**config.mk**
```make
export PLATFORM = sky130hd
export DESIGN_NAME = spike_event_sequencer
export DESIGN_NICKNAME = d
export VERILOG_FILES = /design/src/rtl/spike_event_sequencer.sv
export SDC_FILE = /design/constraint.sdc
export NUM_CORES = 1
export LEC_CHECK = 0
export ABC_CLOCK_PERIOD_IN_PS = 13400
export CORE_MARGIN = 2
export CORE_UTILIZATION = 65
export DETAILED_ROUTE_END_ITERATION = 10
export GPL_TIMING_DRIVEN = 1
export PLACE_DENSITY_LB_ADDON = 0.2
export REMOVE_ABC_BUFFERS = 1
export SETUP_SLACK_MARGIN = 0.4
export SLEW_MARGIN = 20
export SYNTH_ARGS = -nofsm -noshare
export SYNTH_HDL_FRONTEND = slang
export SYNTH_SLANG_ARGS = --single-unit
```
**constraint.sdc**
```tcl
create_clock -name clk -period 13.4 [get_ports clk]
set_input_delay 2.68 -clock clk [delete_from_list [all_inputs] [get_ports clk]]
set_output_delay 2.68 -clock clk [all_outputs]
set_load 0.02 [all_outputs]
```
**src/rtl/spike_event_sequencer.sv**
```systemverilog
// Spike event sequencer: timestamped event FIFO replayed
// onto per-row synapse stimulus strobes against a run-time counter.
module spike_event_sequencer #(
   parameter int NUM_SYNAPSE_ROWS = 1,
   parameter int ADDR_W           = 6,
   parameter int TIME_W           = 16,
   parameter int DEPTH            = 16,
   localparam int ROW_W =
      (NUM_SYNAPSE_ROWS > 1) ? $clog2(NUM_SYNAPSE_ROWS) : 1
) (
   input  logic                               clk,
   input  logic                               reset_n,
   input  logic                               start,
   input  logic                               stop,
   input  logic                               flush,
   input  logic                               ev_valid,
   output logic                               ev_ready,
   input  logic [TIME_W-1:0]                  ev_time,
   input  logic [ROW_W-1:0]                   ev_row,
   input  logic [ADDR_W-1:0]                  ev_addr,
   input  logic                               ev_on_off,
   output logic [NUM_SYNAPSE_ROWS-1:0]        stim_valid,
   output logic [NUM_SYNAPSE_ROWS*ADDR_W-1:0] stim_addr,
   output logic [NUM_SYNAPSE_ROWS-1:0]        stim_on_off,
   output logic [TIME_W-1:0]                  time_now,
   output logic                               busy,
   output logic [7:0]                         late_count,
   output logic                               row_error
);

   localparam int PTR_W = $clog2(DEPTH);
   localparam logic [PTR_W:0] CNT_FULL = (PTR_W+1)'(DEPTH);
   localparam logic [TIME_W-1:0] T_MAX = '1;

   typedef enum logic {
      S_IDLE,
      S_RUN
   } state_t;

   state_t r_state;
   state_t w_state_nxt;
   logic   w_time_clr;

   logic [TIME_W-1:0] r_time;

   logic [TIME_W-1:0] r_mem_time [DEPTH];
   logic [ROW_W-1:0]  r_mem_row  [DEPTH];
   logic [ADDR_W-1:0] r_mem_addr [DEPTH];
   logic              r_mem_on   [DEPTH];

   logic [PTR_W-1:0] r_wr_ptr;
   logic [PTR_W-1:0] r_rd_ptr;
   logic [PTR_W:0]   r_count;

   logic [NUM_SYNAPSE_ROWS-1:0]        r_stim_valid;
   logic [NUM_SYNAPSE_ROWS*ADDR_W-1:0] r_stim_addr;
   logic [NUM_SYNAPSE_ROWS-1:0]        r_stim_on;
   logic [7:0]                         r_late;
   logic                               r_row_err;

   logic              w_full;
   logic              w_empty;
   logic              w_push;
   logic              w_pop;
   logic              w_late;
   logic              w_row_ok;
   logic              w_fire;
   logic [TIME_W-1:0] w_head_time;
   logic [ROW_W-1:0]  w_head_row;
   logic [ADDR_W-1:0] w_head_addr;
   logic              w_head_on;

   assign w_full      = (r_count == CNT_FULL);
   assign w_empty     = (r_count == '0);
   assign w_head_time = r_mem_time[r_rd_ptr];
   assign w_head_row  = r_mem_row[r_rd_ptr];
   assign w_head_addr = r_mem_addr[r_rd_ptr];
   assign w_head_on   = r_mem_on[r_rd_ptr];

   // Flush wins over both load and release in the same cycle.
   assign w_push   = ev_valid && !w_full && !flush;
   assign w_pop    = (r_state == S_RUN) && !w_empty && !flush
                     && (w_head_time <= r_time);
   assign w_late   = w_pop && (w_head_time < r_time);
   assign w_row_ok = (int'(w_head_row) < NUM_SYNAPSE_ROWS);
   assign w_fire   = w_pop && w_row_ok;

   // Held low during reset so no loads are taken before release.
   assign ev_ready    = reset_n && !w_full;
   assign busy        = (r_state == S_RUN);
   assign time_now    = r_time;
   assign stim_valid  = r_stim_valid;
   assign stim_addr   = r_stim_addr;
   assign stim_on_off = r_stim_on;
   assign late_count  = r_late;
   assign row_error   = r_row_err;

   // Playback state register.
   always_ff @(posedge clk or negedge reset_n) begin
      if (!reset_n) begin
         r_state <= S_IDLE;
      end else begin
         r_state <= w_state_nxt;
      end
   end

   // Next state; stop dominates start, start ignored in RUN.
   always_comb begin
      w_state_nxt = r_state;
      w_time_clr  = 1'b0;
      unique case (r_state)
         S_IDLE: begin
            if (start && !stop) begin
               w_state_nxt = S_RUN;
               w_time_clr  = 1'b1;
            end
         end
         S_RUN: begin
            if (stop) begin
               w_state_nxt = S_IDLE;
            end
         end
         default: w_state_nxt = S_IDLE;
      endcase
   end

   // Saturating playback time, frozen outside RUN.
   always_ff @(posedge clk or negedge reset_n) begin
      if (!reset_n) begin
         r_time <= '0;
      end else if (w_time_clr) begin
         r_time <= '0;
      end else if (r_state == S_RUN && !stop && r_time != T_MAX) begin
         r_time <= r_time + 1'b1;
      end
   end

   // Event storage; occupancy tracked by the pointer logic.
   always_ff @(posedge clk) begin
      if (w_push) begin
         r_mem_time[r_wr_ptr] <= ev_time;
         r_mem_row[r_wr_ptr]  <= ev_row;
         r_mem_addr[r_wr_ptr] <= ev_addr;
         r_mem_on[r_wr_ptr]   <= ev_on_off;
      end
   end

   // FIFO pointers and occupancy count.
   always_ff @(posedge clk or negedge reset_n) begin
      if (!reset_n) begin
         r_wr_ptr <= '0;
         r_rd_ptr <= '0;
         r_count  <= '0;
      end else if (flush) begin
         r_wr_ptr <= '0;
         r_rd_ptr <= '0;
         r_count  <= '0;
      end else begin
         if (w_push) begin
            r_wr_ptr <= r_wr_ptr + 1'b1;
         end
         if (w_pop) begin
            r_rd_ptr <= r_rd_ptr + 1'b1;
         end
         case ({w_push, w_pop})
            2'b10:   r_count <= r_count + 1'b1;
            2'b01:   r_count <= r_count - 1'b1;
            default: r_count <= r_count;
         endcase
      end
   end

   // One-cycle row strobe; address and flag hold between strobes.
   always_ff @(posedge clk or negedge reset_n) begin
      if (!reset_n) begin
         r_stim_valid <= '0;
         r_stim_addr  <= '0;
         r_stim_on    <= '0;
      end else begin
         for (int r = 0; r < NUM_SYNAPSE_ROWS; r++) begin
            r_stim_valid[r] <= w_fire && (w_head_row == ROW_W'(r));
            if (w_fire && (w_head_row == ROW_W'(r))) begin
               r_stim_addr[r*ADDR_W +: ADDR_W] <= w_head_addr;
               r_stim_on[r] <= w_head_on;
            end
         end
      end
   end

   // Late-release counter and sticky bad-row flag.
   always_ff @(posedge clk or negedge reset_n) begin
      if (!reset_n) begin
         r_late    <= '0;
         r_row_err <= 1'b0;
      end else begin
         if (w_late && r_late != 8'hFF) begin
            r_late <= r_late + 1'b1;
         end
         if (w_pop && !w_row_ok) begin
            r_row_err <= 1'b1;
         end
      end
   end

endmodule

```
# Yosys cells after proc, flatten, opt, wreduce, memory -nomap -nowiden
# Memory sizes are Yosys's and may differ from the RTL's. A register that Yosys moved wholly into a read port is not among the register bits.
# Cells that the tools add are included.
# W data, S select, Z words.
[totals]
regBits = 40
latch_bits = 0
ram_bits = 384
mem_bits_ro = 0
wordCells = 68
n_memories = 4
[mem_list]
columns = ["memory", "words", "word_bits", "read_ports", "rd_clocked_by_memory_dff", "write_ports", "line", "source"]
rows = [
  ["r_mem_time", 16, 16, 1, 0, 1, "46", "logic [TIME_W-1:0] r_mem_time [DEPTH];"],
  ["r_mem_addr", 16, 6, 1, 1, 1, "48", "logic [ADDR_W-1:0] r_mem_addr [DEPTH];"],
  ["r_mem_on", 16, 1, 1, 1, 1, "49", "logic r_mem_on [DEPTH];"],
  ["r_mem_row", 16, 1, 1, 0, 1, "47", "logic [ROW_W-1:0] r_mem_row [DEPTH];"],
]
[classes]
addsub = 6
multipliers = 0
div = 0
n_lt_le_gt_ge = 3
n_eq_ne = 5
n_shift = 0
n_mux = 14
bitwise = 2
n_reduce_logical = 26
[ops]
columns = ["cell", "n"]
rows = [
  ["$mux W16", 2],
  ["$add A16 B1 Y16 const B", 1],
  ["$le A16 B16 Y1", 1],
  ["$lt A16 B16 Y1", 1],
  ["$mux W4", 4],
  ["$ne A16 B16 Y1 const B", 1],
  ["$logic_and A1 B1 Y1", 14],
  ["$pmux W5 S2", 1],
  ["$add A4 B1 Y4 const B", 2],
  ["$add A8 B1 Y8 const B", 1],
  ["$ne A8 B8 Y1 const B", 1],
  ["$logic_not A1 Y1", 7],
  ["$reduce_bool A2 Y1", 3],
  ["$add A5 B1 Y5 const B", 1],
  ["$eq A5 B5 Y1 const B", 1],
  ["$logic_not A5 Y1", 1],
  ["$mux W1", 5],
  ["$mux W5", 1],
  ["$sub A5 B1 Y5 const B", 1],
  ["$reduce_bool A3 Y1", 1],
  ["$eq A2 B1 Y1 const B", 1],
  ["$eq A2 B2 Y1 const B", 1],
  ["$not A1 Y1", 2],
  ["$pmux W1 S2", 1],
  ["$lt A1 B1 Y1 const B", 1],
]

# Longest topological paths before layout
# Gate-level depths: netlist of run 1.
[depth]
ltp_word = 8
depth_mapped = 24
mapped_depth_nobuf = 19

# Worst setup path after synthesis of run 1
# No wires, ideal clock.
[synth_timing]
path_type = "in2out"
startpoint = "input port reset_n"
endpoint = "output port ev_ready"
arrival_time_ns = 2.890
required_time_ns = 10.720
path_slack_ns = 7.830
cell_stages = 1
path_cell_list = "and2_1"
[synth_via]
elab_chain_len = 1
[synth_rtl]
columns = ["element", "line", "source"]
rows = [
  ["start, declared", "12", "input logic reset_n,"],
  ["$logic_and A1 B1 Y1", "89", "assign ev_ready = reset_n && !w_full;"],
  ["end, declared", "17", "output logic ev_ready,"],
]
# No other way between the ends.

# Worst setup path in the final report of run 1
# Same ends and word-level chain as after synthesis.

==> reports/metrics.yaml, run 1 <==
status: "finished clean"
tightest_slew_ns: 1.13
rows: 59
die-width_microns: 168
synth_edf_count: 384
max_stage_delay_ns: 0.60
die_h_microns: 168
grt_antenna_before_repair: 0
leakagePower_nw: 6.57
drive_above_1_share_pct: 15.0
timing_hold_violations_final: 0
ys_seq_elements: 431
viasPerCell: 6.59
dp_slack_ns: 6.52
cts_buffer_depth: 3
p_clk_share_pct: 40.6
hold_class: "flop to flop"
ys.flop_type: "edfxtp_1"
gp_congestion: 0.747
cp_cell_sequence: "buf_2 -> buf_4 -> and2_1 -> clkdlybuf4s50_1"
grt_pass1_vias: 9299
ant_nets: 0
nets: 1117
critPathKind: "input pin to output port"
cp.arrival_ns: 4.14
peakVddDrop_mv: 0.121
ctsHoldBuffers: 0
power.switching_mw: 0.614
area_growth_pct: 14.2
drv_slew: 0
numCtsBuffers: 42
critPathLaunchType: "input pin"
io_pins: 65
dp_hpwl_microns: 19600
ys_warn_count: 0
totalWireLength_microns: 37000
netlist_area_sq_mm: 0.0175
path_max_fanout: 48
port_buffers: 64
cap_violations: 0
tritoncts: "built"
grtUsageTotal_pct: 26.9
cp-end-kind: "output port"
switching_share_pct: 21.1
fin_worst_skew_ns: 0.0163
crit_required_ns: 10.72
setup_ws_ns: 6.58
timing.fmax_mhz: 147
clockRootBuffer: "clkbuf_16"
wl_per_cell_microns: 25.9
p_per_area_mw_per_mm2: 146
grt_pass1_wl_microns: 55800
cts-htree-levels: 2
clk_pin_slew_ns: 0.06
dieArea_sq_mm: 0.0282
r2r_slack_ns: 7.27
post_cts_buffers: 0
slowest_stage: "clkdlybuf4s50_1"
initial_core_util_pct: 66.6
rsz0062_at_grt: "no"
nFillCells: 1464
diodes: 0
num_vias: 9407
cp_top_family: "buffers and inverters"
syn_inst: 970
yosysUniqueCellTypes: 51
period_share_pct: 50.9
syn_avg_cell_area_sq_um: 18.0
insertion_delay_ns: 0.54
intPower_mw: 2.30
final-setup-viol-count: 0
max_slew_margin_pct: 24.8
cp_num_buf_inv: 3
p_comb_share_pct: 7.2
dr.pass1.iters: 7
grt_overflow: 0
post-route-drc-count: 0
finalSetupTns_ns: 0
final_cells: 1428
post-route-min-period_ns: 6.82
pwr-share-seq_pct: 52.2
cts_resized: 0
synth_seq_area_share_pct: 72.8
design.core.area_sq_mm: 0.0262
first_iter_violations: 875
fin_hold_ws_ns: 0.495
finalCoreUtilization_pct: 76.1
cts.sinks: 431
grt_max_degree: 104
async_flop_share_pct: 10.9
dpl.cell_count: 1351
-- metal layers --
layer  vias to the layer above  global-route usage (%)  share of wire [%]
li1                       4084                       -                  -
met1                      4799                    37.5                 39
met2                       465                    45.1                 50
met3                        59                    4.28                8.2
met4                         0                    7.49                2.0
met5                         -                       0                  0
-- final timing paths --
path	to	startpoint	depth (start not counted)
setup / recovery	ev_ready	reset_n	4
max in group asynchronous	r_rd_ptr[0]$_DFFE_PN0P_	reset_n	2
setup reg to reg	r_count[4]$_DFFE_PN0P_	r_rd_ptr[2]$_DFFE_PN0P_	21
hold / removal	row_error$_DFFE_PN0P_	row_error$_DFFE_PN0P_	1
min in group asynchronous	time_now[8]$_DFFE_PN0P_	reset_n	2
hold reg to reg	row_error$_DFFE_PN0P_	row_error$_DFFE_PN0P_	1
-- synthesized netlist by cell type, drive strengths merged, types with 17 or more instances --
library cell / count / area [sq um]
a21oi: 19 / 95.1
mux2i: 81 / 811
nand2: 43 / 161
nor2: 29 / 119
a221oi: 38 / 333
inv: 24 / 90.1
edfxtp: 384 / 11500
mux4: 62 / 1400
dfrtp: 47 / 1180
buf: 17 / 91.3
o21ai: 32 / 160
clkbuf: 26 / 98.8
ha: 26 / 325
-- state kept, by name, indices dropped and copies added (netlist names) --
| signal | cells |
|---|---|
| r_count | 5 |
| r_mem_time | 256 |
| r_wr_ptr | 4 |
| stim_on_off | 1 |
| r_mem_on | 16 |
| r_rd_ptr | 4 |
| stim_addr | 6 |
| late_count | 8 |
| stim_valid | 1 |
| row_error | 1 |
| busy | 1 |
| r_mem_row | 16 |
| time_now | 16 |
| r_mem_addr | 96 |
-- area by class of cell --
cell class	count	area, sq um	area share (%)
flip-flops and latches	431	12700	63.8
inverters	24	90.1	0.452
clock inverters	30	312	1.56
clock buffers	47	1090	5.47
multi-input cells	472	4480	22.5
well taps	335	419	2.10
repair buffers	89	836	4.19
-- cells in the final DEF (no fill, tap or decap), types with 9 or more instances in the layout --
cell	synthesis	routed
edfxtp_1	384	384
mux2i_1	81	81
clkdlybuf4s50_1	0	63
mux4_2	62	62
dfrtp_1	47	45
nand2_1	43	43
clkbuf_16	0	43
a221oi_1	38	38
o21ai_0	31	31
nor2_1	27	27
ha_1	26	26
inv_1	24	24
buf_4	4	24
a21oi_1	19	19
xnor2_1	16	16
nand3_1	16	16
clkinv_1	0	16
and2_1	15	15
a22oi_1	15	15
mux2_2	9	9
nand4_1	9	9
-- metrics by stage --
| step | area, sq um | total power [mW] |
|---|---|---|
| 2_1_floorplan | 17300 | 1.67 |
| 3_3_place_gp | 18500 | 1.75 |
| 3_5_place_dp | 18500 | 1.75 |
| 4_1_cts | 19900 | 2.93 |
| 5_1_grt | 19900 | 3.00 |
| 6_report | 19900 | 2.91 |
-- power groups by stage --
| stage | sequential [mW] | combinational, mW | clock (mW) |
|---|---|---|---|
| finish | 1.52 | 0.209 | 1.18 |
| global route | 1.52 | 0.227 | 1.25 |
| CTS | 1.52 | 0.211 | 1.20 |
| detailed placement | 1.55 | 0.210 | 0 |
| global placement | 1.55 | 0.203 | 0 |
| floorplan | 1.57 | 0.101 | 0 |
-- logic make-up (layout without fill, tap and decap cells) --
logic type / after synthesis / count (layout) / share of synthesized area, %
muxes: 153 / 153 / 13.3
and+or+nand+nor: 149 / 149 / 4.41
AOI/OAI and AO/OA: 122 / 122 / 4.82
DFF: 431 / 431 / 72.8
buffers and inverters: 67 / 190 / 1.61
adders and majority gates: 27 / 27 / 1.98
xor gates and xnor gates: 21 / 21 / 1.13
(Power assumes the default switching activity.)
==> run 2, diff against run 1 <==
- ABC_CLOCK_PERIOD_IN_PS: 13400 -> 6100
- CORE_UTILIZATION: 65 -> 55
- clock period: 13.4 -> 6.1 ns (I/O delays scaled with it)
==> reports/metrics.yaml, run 2 (synthesis gave the netlist of run 1 again) <==
multi_input_area_sq_mm: 0.00448  # unchanged
design.core.area_sq_mm: 0.0314  # +20%
grt_pass1_vias: 9296  # -0.032%
period_share_pct: 85.6
grtUsageMet2_pct: 38.1  # -7.0 points
globalRouteMet3Util_pct: 4.01  # -0.27 points
cp-end-kind: "flop"
port_buffers: 64  # unchanged
cp.arrival_ns: 5.64  # +1.50 ns
timing.fmax_mhz: 192
path_max_fanout: 38  # -21%
totalWireLength_microns: 38200  # +3.2%
initial_core_util_pct: 55.6  # -11 points
rows: 65  # +10%
max_slew_margin_pct: 28.2  # +3.4 points
p_per_area_mw_per_mm2: 312  # +110%
numCtsBuffers: 43  # +2.4%
grt_max_degree: 48  # -54%
ctsHoldBuffers: 0  # unchanged
cts_buffer_depth: 3  # unchanged
die-width_microns: 182  # +8.5%
timing_hold_violations_final: 0  # unchanged
grt_antenna_before_repair: 2  # +2
wl_per_cell_microns: 25.4  # -2.1%
cts.sinks: 431  # unchanged
fin_hold_ws_ns: 0.504  # +0.00814 ns
grt_overflow: 0  # unchanged
final-setup-viol-count: 0  # unchanged
final_common_cell: "edfxtp_1"
tightest_slew_ns: 1.08  # -0.0513 ns
rsz0062_at_grt: "no"
nets: 1126  # +0.81%
post_cts_buffers: 0  # unchanged
io_pins: 65  # unchanged
tritoncts: "built"
busiest_layer: "met2"
status: "finished clean"
final_cells: 1506  # +5.5%
dp_hpwl_microns: 21500  # +9.2%
grtUsageTotal_pct: 23.8  # -3.1 points
nFillCells: 2172  # +48%
post-route-min-period_ns: 5.22
power.total_mw: 6.23  # +110%
critPathKind: "flop to flop"
gp_congestion: 0.781  # +4.5%
final_cell_mix: "edfxtp_1, mux2i_1, clkdlybuf4s50_1, mux4_2, dfrtp_1"
drv_slew: 0  # unchanged
dp_slack_ns: 0.898  # -5.62 ns
cp_cell_sequence: "buf_12 -> mux4_2 -> a22oi_1 -> nand2_1 -> ha_1 -> nand4_1 -> or3_1 -> or4_1 -> nand2_1 -> nand2_1 -> inv_1 -> ha_1 -> a21o_1 -> a21oi_1 -> nand2_1 -> a21oi_1 -> o21ai_0 -> nor3b_1"
cts-htree-levels: 2  # unchanged
path_common_cell: "nand2_1"
setup_ws_ns: 0.881  # -5.70 ns
dpl.cell_count: 1426  # +5.6%
cap_violations: 0  # unchanged
ant_nets: 0  # unchanged
finalSetupTns_ns: 0  # unchanged
gr-usage-met1_pct: 34.1  # -3.4 points
dieArea_sq_mm: 0.0332  # +18%
insertion_delay_ns: 0.55  # about the same
num_vias: 9272  # -1.4%
area_growth_pct: 14.5
fin_worst_skew_ns: 0.0227  # +0.00646 ns
top_regs: "r_mem_time: 256 flops, r_mem_addr: 96 flops"
max_stage_delay_ns: 0.81  # +0.21 ns
dr.pass1.iters: 5  # -2
die_h_microns: 182  # +8.5%
drive_above_1_share_pct: 16.0  # +0.97 points
grt_pass1_wl_microns: 58300  # +4.6%
leakagePower_nw: 6.58  # +0.18%
peakVddDrop_mv: 0.246  # +100%
largest-register: "r_mem_time"
post-route-drc-count: 0  # unchanged
regArea_sq_mm: 0.0127  # unchanged
largest_register_ffs: 256  # unchanged
clockRootBuffer: "clkbuf_16"
first_iter_violations: 1117  # +28%
cts_resized: 0  # unchanged
viasPerCell: 6.16  # -6.5%
crit_required_ns: 6.52  # -4.20 ns
slowest_stage: "dfrtp_4"
critPathLaunchType: "flop"
hold_class: "flop to flop"
clk_pin_slew_ns: 0.06  # about the same
## run 2: cell types whose count changed in the layout (fill, tap and decap cells not counted), sizes merged
cell      change
clkinv        +1
clkbuf        +5
diode         +2
bufinv        -5
inv           +1
clkinvlp      -1
buf           +8
## run 2: worst paths after layout
path                                         start                       to  slack (ns)  depth (start not counted)
max                        r_rd_ptr[0]$_DFFE_PN0P_   r_count[4]$_DFFE_PN0P_        0.88                         18
min in group asynchronous                  reset_n  time_now[7]$_DFFE_PN0P_        0.90                          2
max reg2reg                r_rd_ptr[0]$_DFFE_PN0P_   r_count[4]$_DFFE_PN0P_        0.88                         18
min reg2reg                  row_error$_DFFE_PN0P_    row_error$_DFFE_PN0P_        0.50                          1
min                          row_error$_DFFE_PN0P_    row_error$_DFFE_PN0P_        0.50                          1
max in group asynchronous                  reset_n  r_rd_ptr[0]$_DFFE_PN0P_        4.63                          2
## run 2: final cells by class
class / count / area share, %
inverter: 24 / 0.451
sequential: 431 / 63.6
antenna: 2 / 0.0250
timing repair buffer: 97 / 4.54
multi-input combinational: 472 / 22.4
tap: 402 / 2.52
clock buffer: 52 / 5.66
clock inverter: 26 / 0.814
## run 2: worst max-delay path: cells and delay by family (launching register included)
family / cells / cell delay, ns
muxes: 1 / 0.54
and+or+nand+nor: 8 / 1.76
adders and majority gates: 2 / 0.63
DFF: 1 / 0.81
AOI/OAI and AO/OA: 5 / 0.86
buffers and inverters: 2 / 0.48
## run 2: layer usage
metal / share of wire (%) / wire (microns)
met5: 0 / 0
met1: 44 / 16700
met4: 2.8 / 1060
met2: 47 / 18000
met3: 6.2 / 2390
## run 2: through the flow
stage / util [%] / cell area [sq um]
final: 63.7 / 20000
after global routing: 63.7 / 20000
after CTS: 63.7 / 20000
after detailed placement: 59.5 / 18700
after global placement: 59.5 / 18700
after floorplan: - / 17300
## run 2: where the power goes
part | switching [mW] | leakage [nW] | internal [mW]
Combinational | 0.238 | 1.84 | 0.221
Sequential | 0.0508 | 4.09 | 3.28
Clock | 1.07 | 0.647 | 1.37
Total | 1.36 | 6.58 | 4.87
==> run 3, diff against run 2 <==
- PLACE_DENSITY: default -> 0.86
- PLACE_DENSITY_LB_ADDON: 0.2 -> default
==> reports/metrics.yaml, run 3 (synthesis gave the netlist of run 1 again) <==
status: "finished clean"
cp-end-kind: "flop"
cts.sinks: 431  # unchanged
timing_hold_violations_final: 0  # unchanged
io_pins: 65  # unchanged
nets: 1127  # +0.089%
grtUsageTotal_pct: 23.5  # -0.32 points
clk_pin_slew_ns: 0.06  # about the same
peakVddDrop_mv: 0.349  # +42%
dpl.cell_count: 1427  # +0.070%
diodes: 0  # -2
grt_overflow: 0  # unchanged
largest-register: "r_mem_time"
max_slew_margin_pct: 34.6  # +6.4 points
totalWireLength_microns: 38900  # +1.9%
power.switching_mw: 1.37  # +0.74%
port_buffers: 64  # unchanged
final-setup-viol-count: 0  # unchanged
die_h_microns: 182  # unchanged
dieArea_sq_mm: 0.0332  # unchanged
p_comb_share_pct: 7.5  # about the same
cts_resized: 0  # unchanged
dr.pass1.iters: 5  # unchanged
largest_register_ffs: 256  # unchanged
final_cell_mix: "edfxtp_1, mux2i_1, clkdlybuf4s50_1, mux4_2, dfrtp_1"
fin_hold_ws_ns: 0.513  # +0.00926 ns
hold_class: "flop to flop"
placed_area_sq_mm: 0.0187  # about the same
intPower_mw: 4.94  # +1.6%
post-route-drc-count: 0  # unchanged
path_max_fanout: 17  # -55%
fin_worst_skew_ns: 0.0202  # -0.00248 ns
area_growth_pct: 14.9
leakagePower_nw: 6.61  # +0.54%
insertion_delay_ns: 0.55  # about the same
crit_required_ns: 6.52  # about the same
cp_top_family: "simple AND/OR/NAND/NOR gates"
rsz0062_at_grt: "no"
numCtsBuffers: 42  # -2.3%
cts_buffer_depth: 3  # unchanged
top_regs: "r_mem_time: 256 flops, r_mem_addr: 96 flops"
p_clk_share_pct: 39.8  # +0.6 points
cp_num_buf_inv: 2  # unchanged
clockRootBuffer: "clkbuf_16"
timing.fmax_mhz: 186  # -2.7%
p_per_area_mw_per_mm2: 315  # +0.99%
path_common_cell: "nand2_1"
switching_share_pct: 21.7  # -0.14 points
tritoncts: "built"
drive_above_1_share_pct: 16.4  # +0.42 points
wl_per_cell_microns: 25.8  # +1.9%
post-route-min-period_ns: 5.36  # +0.145 ns
critPathLaunchType: "flop"
design.core.area_sq_mm: 0.0314  # unchanged
cp.arrival_ns: 5.78  # +0.14 ns
cts-htree-levels: 2  # unchanged
dp_hpwl_microns: 22100  # +3.1%
period_share_pct: 87.9  # +2.4 points
slowest_stage: "dfrtp_1"
tightest_slew_ns: 0.972  # -0.105 ns
ant_nets: 0  # unchanged
nFillCells: 2048  # -5.7%
grt_max_degree: 48  # unchanged
finalSetupTns_ns: 0  # unchanged
critPathKind: "flop to flop"
max_stage_delay_ns: 0.73  # -0.08 ns
grt_antenna_before_repair: 1  # -1
grt_pass1_wl_microns: 57600  # -1.3%
initial_core_util_pct: 55.6  # unchanged
die-width_microns: 182  # unchanged
cp_cell_sequence: "nor2b_2 -> buf_4 -> a221oi_1 -> a22oi_1 -> nand2_1 -> ha_1 -> a211oi_1 -> nor2_1 -> or4_4 -> or4_4 -> nand2_1 -> nand2_1 -> inv_1 -> ha_1 -> a21o_1 -> a21oi_1 -> nand2_1 -> a21oi_1 -> o21ai_0 -> nor3b_1"
final_common_cell: "edfxtp_1"
grt_pass1_vias: 9688  # +4.2%
gp_congestion: 0.865  # +11%
finalCoreUtilization_pct: 63.9  # +0.26 points
first_iter_violations: 1174  # +5.1%
cap_violations: 0  # unchanged
pwr-share-seq_pct: 52.7  # -0.8 points
final_cells: 1506  # unchanged
viasPerCell: 6.46  # +5.0%
rows: 65  # unchanged
num_vias: 9731  # +5.0%
drv_slew: 0  # unchanged
post-route-cell-area_sq_mm: 0.0201  # +0.41%
run 3: cell types whose count changed in the layout (fill, tap and decap cells not counted), sizes merged:
cell / change
inv: -2
buf: +2
clkbuf: +6
clkinvlp: +1
bufinv: +1
diode: -2
clkinv: -6
run 3: path summary, 6_finish.rpt:
path                                                 end  depth (start not counted)  slack (ns)                      from
max in group asynchronous        r_rd_ptr[0]$_DFFE_PN0P_                          2        4.69                   reset_n
worst max register to register    r_count[4]$_DFFE_PN0P_                         20        0.74   r_rd_ptr[2]$_DFFE_PN0P_
worst max-delay path              r_count[4]$_DFFE_PN0P_                         20        0.74   r_rd_ptr[2]$_DFFE_PN0P_
worst min-delay path            stim_addr[0]$_DFFE_PN0P_                          1        0.51  stim_addr[0]$_DFFE_PN0P_
min in group asynchronous       time_now[15]$_DFFE_PN0P_                          2        0.85                   reset_n
worst min register to register  stim_addr[0]$_DFFE_PN0P_                          1        0.51  stim_addr[0]$_DFFE_PN0P_
run 3: power by group through the flow:
stage | Clock, mW | Combinational (mW) | Sequential, mW
6_report | 2.51 | 0.473 | 3.33
5_1_grt | 2.66 | 0.510 | 3.33
4_1_cts | 2.54 | 0.467 | 3.33
3_5_place_dp | 0 | 0.463 | 3.39
3_3_place_gp | 0 | 0.449 | 3.39
2_1_floorplan | 0 | 0.222 | 3.45
run 3: per-stage QoR:
step | power, mW | worst slack (ns)
after floorplan | 3.67 | -2.62
after global placement | 3.84 | 0.872
after detailed placement | 3.86 | 0.666
after CTS | 6.34 | 0.684
after global routing | 6.51 | 0.421
final | 6.32 | 0.736
run 3: metal layers:
metal | track usage, % | vias up | routed length [microns]
met4 | 8.58 | 2 | 1240
met2 | 38.6 | 561 | 19100
met1 | 31.6 | 4962 | 15100
met5 | 0 | - | 12
li1 | - | 4097 | -
met3 | 4.61 | 109 | 3430
run 3: repair_timing:
action,4_1_cts,5_1_grt
setup endpoints to repair,0,1
hold buffers,0,0
setup buffers,0,1
run 3: area by class of cell:
cell class	instances	area, sq um	share of cell area (%)
sequential	431	12700	63.3
multi-input combinational	472	4480	22.3
clock buffer	58	1170	5.83
timing repair buffer	99	923	4.60
tap	402	503	2.51
clock inverter	20	195	0.972
inverter	24	90.1	0.449
